File: src/rtl/fifo_wr_arb.sv
// fifo_wr_arb: round-robin arbiter that lets NUM_REQ producers share a single
// fifo write port. A requester that wins arbitration owns the port for up to
// BURST_LEN accepted beats, or until it drops its valid, then the next
// requester in rotating order takes over on the same edge.
//
// Optional feature: define FIFO_WR_ARB_STATS_EN to build the saturating
// full-stall counter; otherwise stall_cnt is tied to zero.
//
// Ports:
//   clk        - clock, all state changes on the rising edge
//   reset      - asynchronous active-high reset
//   req_valid  - per-requester "word offered" flags
//   req_data   - requester i word in [i*DATA_WIDTH +: DATA_WIDTH]
//   req_ready  - per-requester "word accepted this cycle"
//   full       - fifo full flag
//   wr         - fifo write strobe
//   w_data     - fifo write data (zero when nobody owns the port)
//   grant      - registered one-hot owner, zero when idle
//   busy       - high while grant is non-zero
//   stall_cnt  - cycles the owner was blocked by full (saturating)
module fifo_wr_arb #(
  parameter int DATA_WIDTH = 8,
  parameter int NUM_REQ    = 4,
  parameter int BURST_LEN  = 4
) (
  input  logic                          clk,
  input  logic                          reset,
  input  logic [NUM_REQ-1:0]            req_valid,
  input  logic [NUM_REQ*DATA_WIDTH-1:0] req_data,
  output logic [NUM_REQ-1:0]            req_ready,
  input  logic                          full,
  output logic                          wr,
  output logic [DATA_WIDTH-1:0]         w_data,
  output logic [NUM_REQ-1:0]            grant,
  output logic                          busy,
  output logic [15:0]                   stall_cnt
);

  localparam int PTR_W = (NUM_REQ > 1) ? $clog2(NUM_REQ) : 1;
  localparam logic [NUM_REQ-1:0] ONE_HOT0 = NUM_REQ'(1);

  typedef enum logic {IDLE, OWN} state_e;

  state_e               state_q, state_d;
  logic [NUM_REQ-1:0]   grant_q, grant_d;
  logic [PTR_W-1:0]     gidx_q, gidx_d;
  logic [PTR_W-1:0]     ptr_q, ptr_d;
  logic [3:0]           beat_q, beat_d;
  logic                 busy_q, busy_d;

  logic                 own_valid;
  logic                 last_beat;
  logic                 release_own;
  logic [PTR_W-1:0]     next_ptr;
  logic [PTR_W-1:0]     arb_ptr;
  logic [PTR_W-1:0]     win;

  // First set bit of v searching p, p+1, ... wrapping at NUM_REQ.
  // Rotating the doubled vector right by p puts candidate p at bit 0.
  function automatic logic [PTR_W-1:0] pick(input logic [NUM_REQ-1:0] v,
                                            input logic [PTR_W-1:0]   p);
    logic [NUM_REQ-1:0] rot;
    logic [PTR_W-1:0]   r;
    logic               found;
    int                 s;
    rot   = NUM_REQ'({v, v} >> p);
    r     = p;
    found = 1'b0;
    s     = 0;
    for (int k = 0; k < NUM_REQ; k++) begin
      if (!found && rot[k]) begin
        found = 1'b1;
        s     = int'(p) + k;
        if (s >= NUM_REQ) s = s - NUM_REQ;
        r     = PTR_W'(s);
      end
    end
    return r;
  endfunction

  // Write path is combinational off the registered grant.
  always_comb begin
    own_valid = |(req_valid & grant_q);
    wr        = (state_q == OWN) && own_valid && !full;
    req_ready = wr ? grant_q : '0;
    w_data    = '0;
    for (int i = 0; i < NUM_REQ; i++) begin
      if (grant_q[i]) w_data = req_data[i*DATA_WIDTH +: DATA_WIDTH];
    end
  end

  // Release on the final beat of a burst, or as soon as the owner's valid is
  // low (even while full, so a vanished owner never holds the port).
  always_comb begin
    last_beat   = (beat_q == 4'(BURST_LEN - 1));
    release_own = (state_q == OWN) && (!own_valid || (wr && last_beat));
    next_ptr    = (gidx_q == PTR_W'(NUM_REQ - 1)) ? '0 : gidx_q + 1'b1;
    // Re-arbitration on release already uses the advanced pointer, so the
    // hand-over happens in one edge with no idle bubble.
    arb_ptr     = release_own ? next_ptr : ptr_q;
    win         = pick(req_valid, arb_ptr);
  end

  always_comb begin
    state_d = state_q;
    grant_d = grant_q;
    gidx_d  = gidx_q;
    ptr_d   = ptr_q;
    beat_d  = beat_q;
    case (state_q)
      IDLE: begin
        if (|req_valid) begin
          state_d = OWN;
          grant_d = ONE_HOT0 << win;
          gidx_d  = win;
          beat_d  = '0;
        end
      end
      OWN: begin
        if (release_own) begin
          ptr_d  = next_ptr;
          beat_d = '0;
          if (|req_valid) begin
            grant_d = ONE_HOT0 << win;
            gidx_d  = win;
          end else begin
            state_d = IDLE;
            grant_d = '0;
          end
        end else if (wr) begin
          beat_d = beat_q + 4'd1;
        end
      end
      default: begin
        state_d = IDLE;
        grant_d = '0;
      end
    endcase
    busy_d = |grant_d;
  end

  // State register boundary
  always_ff @(posedge clk or posedge reset) begin
    if (reset) begin
      state_q <= IDLE;
      grant_q <= '0;
      gidx_q  <= '0;
      ptr_q   <= '0;
      beat_q  <= '0;
      busy_q  <= 1'b0;
    end else begin
      state_q <= state_d;
      grant_q <= grant_d;
      gidx_q  <= gidx_d;
      ptr_q   <= ptr_d;
      beat_q  <= beat_d;
      busy_q  <= busy_d;
    end
  end

  assign grant = grant_q;
  assign busy  = busy_q;

`ifdef FIFO_WR_ARB_STATS_EN
  logic [15:0] stall_q;

  // Stall counter boundary
  always_ff @(posedge clk or posedge reset) begin
    if (reset) begin
      stall_q <= '0;
    end else if ((state_q == OWN) && own_valid && full && (stall_q != 16'hFFFF)) begin
      stall_q <= stall_q + 16'd1;
    end
  end

  assign stall_cnt = stall_q;
`else
  assign stall_cnt = '0;
`endif

endmodule

File: config.mk
export PLATFORM = sky130hd
export DESIGN_NAME = fifo_wr_arb
export DESIGN_NICKNAME = d
export VERILOG_FILES = /design/src/rtl/fifo_wr_arb.sv
export SDC_FILE = /design/constraint.sdc
export NUM_CORES = 1
export LEC_CHECK = 0
export CORE_MARGIN = 4
export CORE_UTILIZATION = 34
export CTS_BUF_LIST = sky130_fd_sc_hd__clkbuf_16
export DETAILED_ROUTE_END_ITERATION = 10
export PLACE_DENSITY = 0.85
export SLEW_MARGIN = 40
export SYNTH_ARGS = -nofsm -noshare
export SYNTH_HDL_FRONTEND = slang
export SYNTH_SLANG_ARGS = --single-unit
File: constraint.sdc
create_clock -name clk -period 2.3 [get_ports clk]
set_input_delay 0.46 -clock clk [delete_from_list [all_inputs] [get_ports clk]]
set_output_delay 0.46 -clock clk [all_outputs]
set_load 0.01 [all_outputs]
=== Yosys cells after proc, flatten, opt, wreduce, memory -nomap -nowiden ===
Cells that the tools add are included.

* Bits of input ports: 39
* Register bits: 14

* Shift-type cells: 2
* $add $sub $neg: 9
* Magnitude comparators: 4
* Reductions and logical operators: 17
* Mux-type cells: 32
* Bitwise operators: 2
* Eq/ne operators: 5

{| class="wikitable"
|+ Operators by type and width
! kind !! number
|-
| $mux 8 || 4
|-
| $mux 4 || 7
|-
| $mux 2 || 12
|-
| $pmux 4 s2 || 2
|-
| $reduce_or 4->1 || 3
|-
| $ge 3x3->1 const B || 3
|-
| $shr 8x2->4 || 1
|-
| $sub 2x1->2 const B || 4
|-
| $logic_and 1x1->1 || 7
|-
| $add 2x2->3 const B || 2
|-
| $logic_not 1->1 || 5
|-
| $mux 1 || 5
|-
| $add 4x1->4 const B || 1
|-
| $and 4x4->4 || 1
|-
| $eq 4x2->1 const B || 1
|-
| $pmux 2 s2 || 1
|-
| $shl 1x2->4 const A || 1
|-
| $add 2x1->3 const B || 1
|-
| $ge 2x3->1 const B || 1
|-
| $ne 3x2->1 const B || 1
|-
| $add 2x1->2 const B || 1
|-
| $eq 2x2->1 const B || 1
|-
| $ne 2x1->1 const B || 1
|-
| $ne 2x2->1 const B || 1
|-
| 4 further kinds || 4
|}

=== Depth between registers and ports, before layout ===
Gate-level depths: netlist of run 1.

* Depth after elaboration: 24
* Mapped depth: 8
* Mapped depth without buffers: 7

=== Worst setup path before layout of run 1 ===
Ideal clock, no wire load.

* Path type: register to register
* From: reg gidx_q[0]
* To: reg grant_q[0] (netlist: grant[0])
* Cell stages (with the launch flop): 8
* Required time: 2179 ps
* Path slack: 175 ps
* Data arrival time: 2004 ps
* Cells stage by stage: dfrtp_1 > ha_1 > or3b_4 > nor3_1 > nor3_2 > a221o_1 > o22a_1 > a22o_1

* Word-level cells in the longest chain between the ends: 18
* Elaborated cells between the ends (all ways): 38

{| class="wikitable"
|+ RTL lines
! item !! RTL line !! source
|-
| start: declaration || 46 || <nowiki>logic [PTR_W-1:0] gidx_q, gidx_d;</nowiki>
|-
| start signal: assignment || 154 || <nowiki>gidx_q <= gidx_d;</nowiki>
|-
| $add 2x1->2 or $eq 2x2->1 (tied branches) || 97 || <nowiki>next_ptr = (gidx_q == PTR_W'(NUM_REQ - 1)) ? '0 : gidx_q + 1'b1;</nowiki>
|-
| $mux 2 (*) || 97 ||
|-
| $mux 2 (*) || - ||
|-
| branches (longest 10 deep; another with $add 2x1->3) || - ||
|-
| $mux 2 (*) || 71 || <nowiki>if (!found && rot[k]) begin</nowiki>
|-
| $shl 1x2->4 (*) || 114, 124 ||
|-
| $mux 4 || 123 || <nowiki>if (|req_valid) begin</nowiki>
|-
| $mux 4 || 120 || <nowiki>if (release_own) begin</nowiki>
|-
| $pmux 4 s2 (*) || 110 || <nowiki>case (state_q)</nowiki>
|-
| net grant_d[0] || 45 || <nowiki>logic [NUM_REQ-1:0] grant_q, grant_d;</nowiki>
|-
| end signal: assignment || 153 || <nowiki>grant_q <= grant_d;</nowiki>
|-
| end: declaration || 45 ||
|}

Mark *: on every way through the listed nets, which the timed path passes.
A chain may end at the register's enable or synchronous reset.

=== Worst setup path after layout of run 1 ===
* From: in full
* To: reg grant_q[0] (netlist: grant[0])

* Word-level cells in the longest chain between the ends: 21
* Elaborated cells between the ends (all ways): 40

{| class="wikitable"
|+ RTL lines
! item !! RTL line !! source
|-
| start: declaration || 31 || <nowiki>input logic full,</nowiki>
|-
| $logic_not 1->1 (*) || 84 || <nowiki>wr = (state_q == OWN) && own_valid && !full;</nowiki>
|-
| $logic_and 1x1->1 (*) || 84 ||
|-
| $logic_and 1x1->1 (*) || 96 || <nowiki>release_own = (state_q == OWN) && (!own_valid || (wr && last_beat));</nowiki>
|-
| $logic_or 1x1->1 (*) || 96 ||
|-
| $logic_and 1x1->1 (*) || 96 ||
|-
| branches (longest 15 deep; another with $add 2x1->3) || - ||
|-
| $pmux 4 s2 (*) || 110 ||
|-
| net grant_d[0] || 45 ||
|}

Marked as above.

==> results.sh, run 1 <==
export IMPL_status="finished, final reports clean"
export IMPL_reg2reg_depth=7
export IMPL_grt_overflow=0
export IMPL_rows=21
export IMPL_yosysWarnings=0
export IMPL_async_flop_share_pct=100
export IMPL_synth_ff_type="dfrtp_1"
export IMPL_ios=73
export IMPL_h_tree_depth=1
export IMPL_routedWlPerCell_um=13.8
export IMPL_route_antenna_remaining_nets=0
export IMPL_via_per_inst=4.86
export IMPL_hold_depth=1
export IMPL_synth_cells=156
export IMPL_grt_pass1_wl_um=5710
export IMPL_grt_pass1_vias=1270
export IMPL_synth_compound_area_share_pct=27.9
export IMPL_start_kind="primary input"
export IMPL_synthMuxAreaShare_pct=0.916
export IMPL_synth_distinct_cells=42
export IMPL_cts_buffer_depth=2
export IMPL_finalSetupViolCount=0
export IMPL_p_total_mw=2.14
export IMPL_antenna_found_initial=0
export IMPL_crit_fanout=3
export IMPL_portBuffers=56
export IMPL_fillCellCount=329
export IMPL_max_freq_mhz=440
export IMPL_hold_start="gidx_q[0]"
export IMPL_cts_tree="done"
export IMPL_initial_core_util_pct=36.0
export IMPL_core_area_sq_mm=0.00342
export IMPL_endpoint_kind="flop"
export IMPL_cap_viol_max_count=0
export IMPL_num_vias=1326
export IMPL_critical_path_class="in -> reg"
export IMPL_diodes=0
export IMPL_vdd_ir_drop_max_uv=557
export IMPL_synth_simple_area_share_pct=23.0
export IMPL_ctsRootBufferMaster="clkbuf_16"
export IMPL_r2r_slack_ns=0.04
export IMPL_hp_class="reg -> reg"
export IMPL_power_leakage_nw=0.918
export IMPL_ys_top_cells_by_area="dfrtp_1 29%, buf_4 9.8%, a22oi_1 6.1%"
export IMPL_period_minus_slack_ns=2.27
export IMPL_relSlewSlack_pct=64.5
export IMPL_grt_usage_pct=16.0
export IMPL_synth_edf_count=0
export IMPL_slew_violations=0
export IMPL_grt_start_max_net_pins=20
export IMPL_r2r_start="beat_q[1]"
export IMPL_yosys_area_top_type="dfrtp_1"
export IMPL_clock_skew_ns=0.00150
export IMPL_syn_avg_cell_area_sq_um=7.88
export IMPL_synthesis_area_sq_mm=0.00123
export IMPL_r2r_end="grant[0]"
export IMPL_utilization_pct=58.8
export IMPL_die_area_sq_mm=0.00464
export IMPL_ys_seq_area_share_pct=28.5
export IMPL_synth_adder_area_share_pct=2.04
export IMPL_synthXorXnorAreaFrac_pct=1.43
export IMPL_power_density_mw_per_mm2=1070
export IMPL_startpoint="full"
export IMPL_clkSinkCount=14
export IMPL_dp_slack_ns=-0.381
export IMPL_routed_wl_um=3780
export IMPL_hold_end="gidx_q[0]"
export IMPL_gp_congestion=0.918
export IMPL_die_w_um=68.1
export IMPL_dr_pass1_iters=4
export IMPL_synth_seq_cells=14
export IMPL_layout_drive_gt1_share_pct=18.1
export IMPL_drt_iter0_drc=95
export IMPL_arrival_ns=2.41
export IMPL_timing_hold_violations_final=0
export IMPL_synth_top_family_by_area="compound AO/OA/AOI/OAI gates"
export IMPL_insertion_delay_ns=0.24
export IMPL_clkTransAtPathRegs_ns=0.05
export IMPL_fin_crit_sh_pct=98.9
export IMPL_final_nets=269
export IMPL_required_ns=2.43
export IMPL_drc=0
export IMPL_worst_pin_slew_ns=0.531
export IMPL_holdWs_ns=0.516
export IMPL_yosysTopAreaCellShare_pct=28.5
export IMPL_dp_hpwl_um=2940
export IMPL_cts_made_buffers=3
export IMPL_final_setup_worst_slack_ns=0.0263
export IMPL_rsz0062_at_grt="yes"
export IMPL_area_delta_synth_final_pct=63.4
export IMPL_die_y_um=68.1
export IMPL_tns_ns=0
==> layout make-up <==
class / instances / area [sq um] / share of cell area [%]
Tap cell: 46 / 57.6 / 2.87
Timing Repair Buffer: 78 / 711 / 35.4
Clock inverter: 1 / 3.75 / 0.187
Clock buffer: 3 / 75.1 / 3.74
Multi-Input combinational cell: 124 / 783 / 39.0
Sequential cell: 14 / 352 / 17.5
Inverter: 7 / 26.3 / 1.31
==> synthesized netlist by cell type (all sizes together), types with 2 or more instances <==
cell type,number
buf,18
nor2,18
dfrtp,14
nand2,13
o21ai,12
a22oi,10
a21oi,9
clkbuf,8
inv,7
a22o,6
and2,4
a31oi,3
nand3,3
a211oi,2
ha,2
nand4,2
nor2b,2
nor3,2
o22ai,2
xor2,2
==> where the power goes <==
group	switching (mW)	total [mW]	internal, mW
Combinational	0.685	1.39	0.704
Clock	0.108	0.339	0.231
Sequential	0.0732	0.414	0.340
Total	0.866	2.14	1.28
==> logic make-up (layout without fill, tap and decap cells) <==
kind of cell	after synthesis	after routing
simple gates	53	53
compound gates	50	50
buf+inv	33	89
flops	14	14
fa+ha+maj	2	2
xor+xnor	2	2
other cells	1	16
mux	1	1
==> flip-flops by register name, indices dropped and copies added (netlist names) <==
name and count:
gidx_q 2, busy 1, ptr_q 2, beat_q 4, grant 4, state_q 1
==> how the worst max path moves through the flow <==
stage	cells past startpoint	slack, ns	end
6_report	7	0.03	grant[0]
5_1_grt	7	-0.08	grant[0]
4_1_cts	7	0.05	grant[0]
3_5_place_dp	7	-0.38	grant[0]
3_3_place_gp	7	-0.34	grant[0]
2_1_floorplan	7	0.18	grant[0]
==> per-stage QoR <==
stage	area [sq um]	std cells
after global placement	1880	267
after CTS	2000	272
after floorplan	1280	171
after global routing	2010	273
after detailed placement	1880	267
final	2010	273
==> repair_timing <==
| item | CTS | global route |
|---|---|---|
| hold endpoints to repair | 0 | 0 |
| hold buffers | 0 | 0 |
| pin swaps | 10 | 7 |
| endpoints found under the setup margin | 19 | 6 |
| resized for setup | 29 | 3 |
| buffers inserted | 1 | 1 |
==> worst max-delay path: stages <==
cell           delay, ns
dlygate4sd2_1       0.28
or4b_4              0.57
o211ai_1            0.16
a311oi_2            0.16
a221o_1             0.32
o22a_1              0.24
a22o_1              0.22
==> cells in the final DEF (no fill, tap or decap), types with 2 or more instances in the layout <==
cell / synthesis / layout
clkdlybuf4s50_1: 0 / 38
buf_4: 16 / 20
dlygate4sd2_1: 0 / 18
nor2_1: 18 / 17
conb_1: 1 / 16
dfrtp_1: 14 / 13
nand2_1: 13 / 12
o21ai_0: 12 / 11
a21oi_1: 9 / 9
a22oi_1: 10 / 8
inv_1: 7 / 7
a22o_1: 6 / 6
and2_1: 4 / 4
nand3_1: 3 / 3
a31oi_1: 3 / 3
clkbuf_16: 0 / 3
a22oi_2: 0 / 2
a211oi_1: 2 / 2
nor3_2: 1 / 2
nand4_1: 2 / 2
nor2b_1: 2 / 2
xor2_1: 2 / 2
buf_6: 1 / 2
==> layer usage <==
layer	vias to the layer above	GRT usage [%]	wire (um)
li1	675	-	-
met1	612	21.2	1670
met2	39	27.1	1920
met3	0	3.61	187
met4	0	1.74	0
met5	-	0	0
Note: power is estimated with default switching activity, not from simulation.
==> inputs of run 2 (changes only) <==
CAP_MARGIN = 20   (was default)
==> results of run 2 <==
The final DEF is identical to that of run 1; final timing and power are the same.
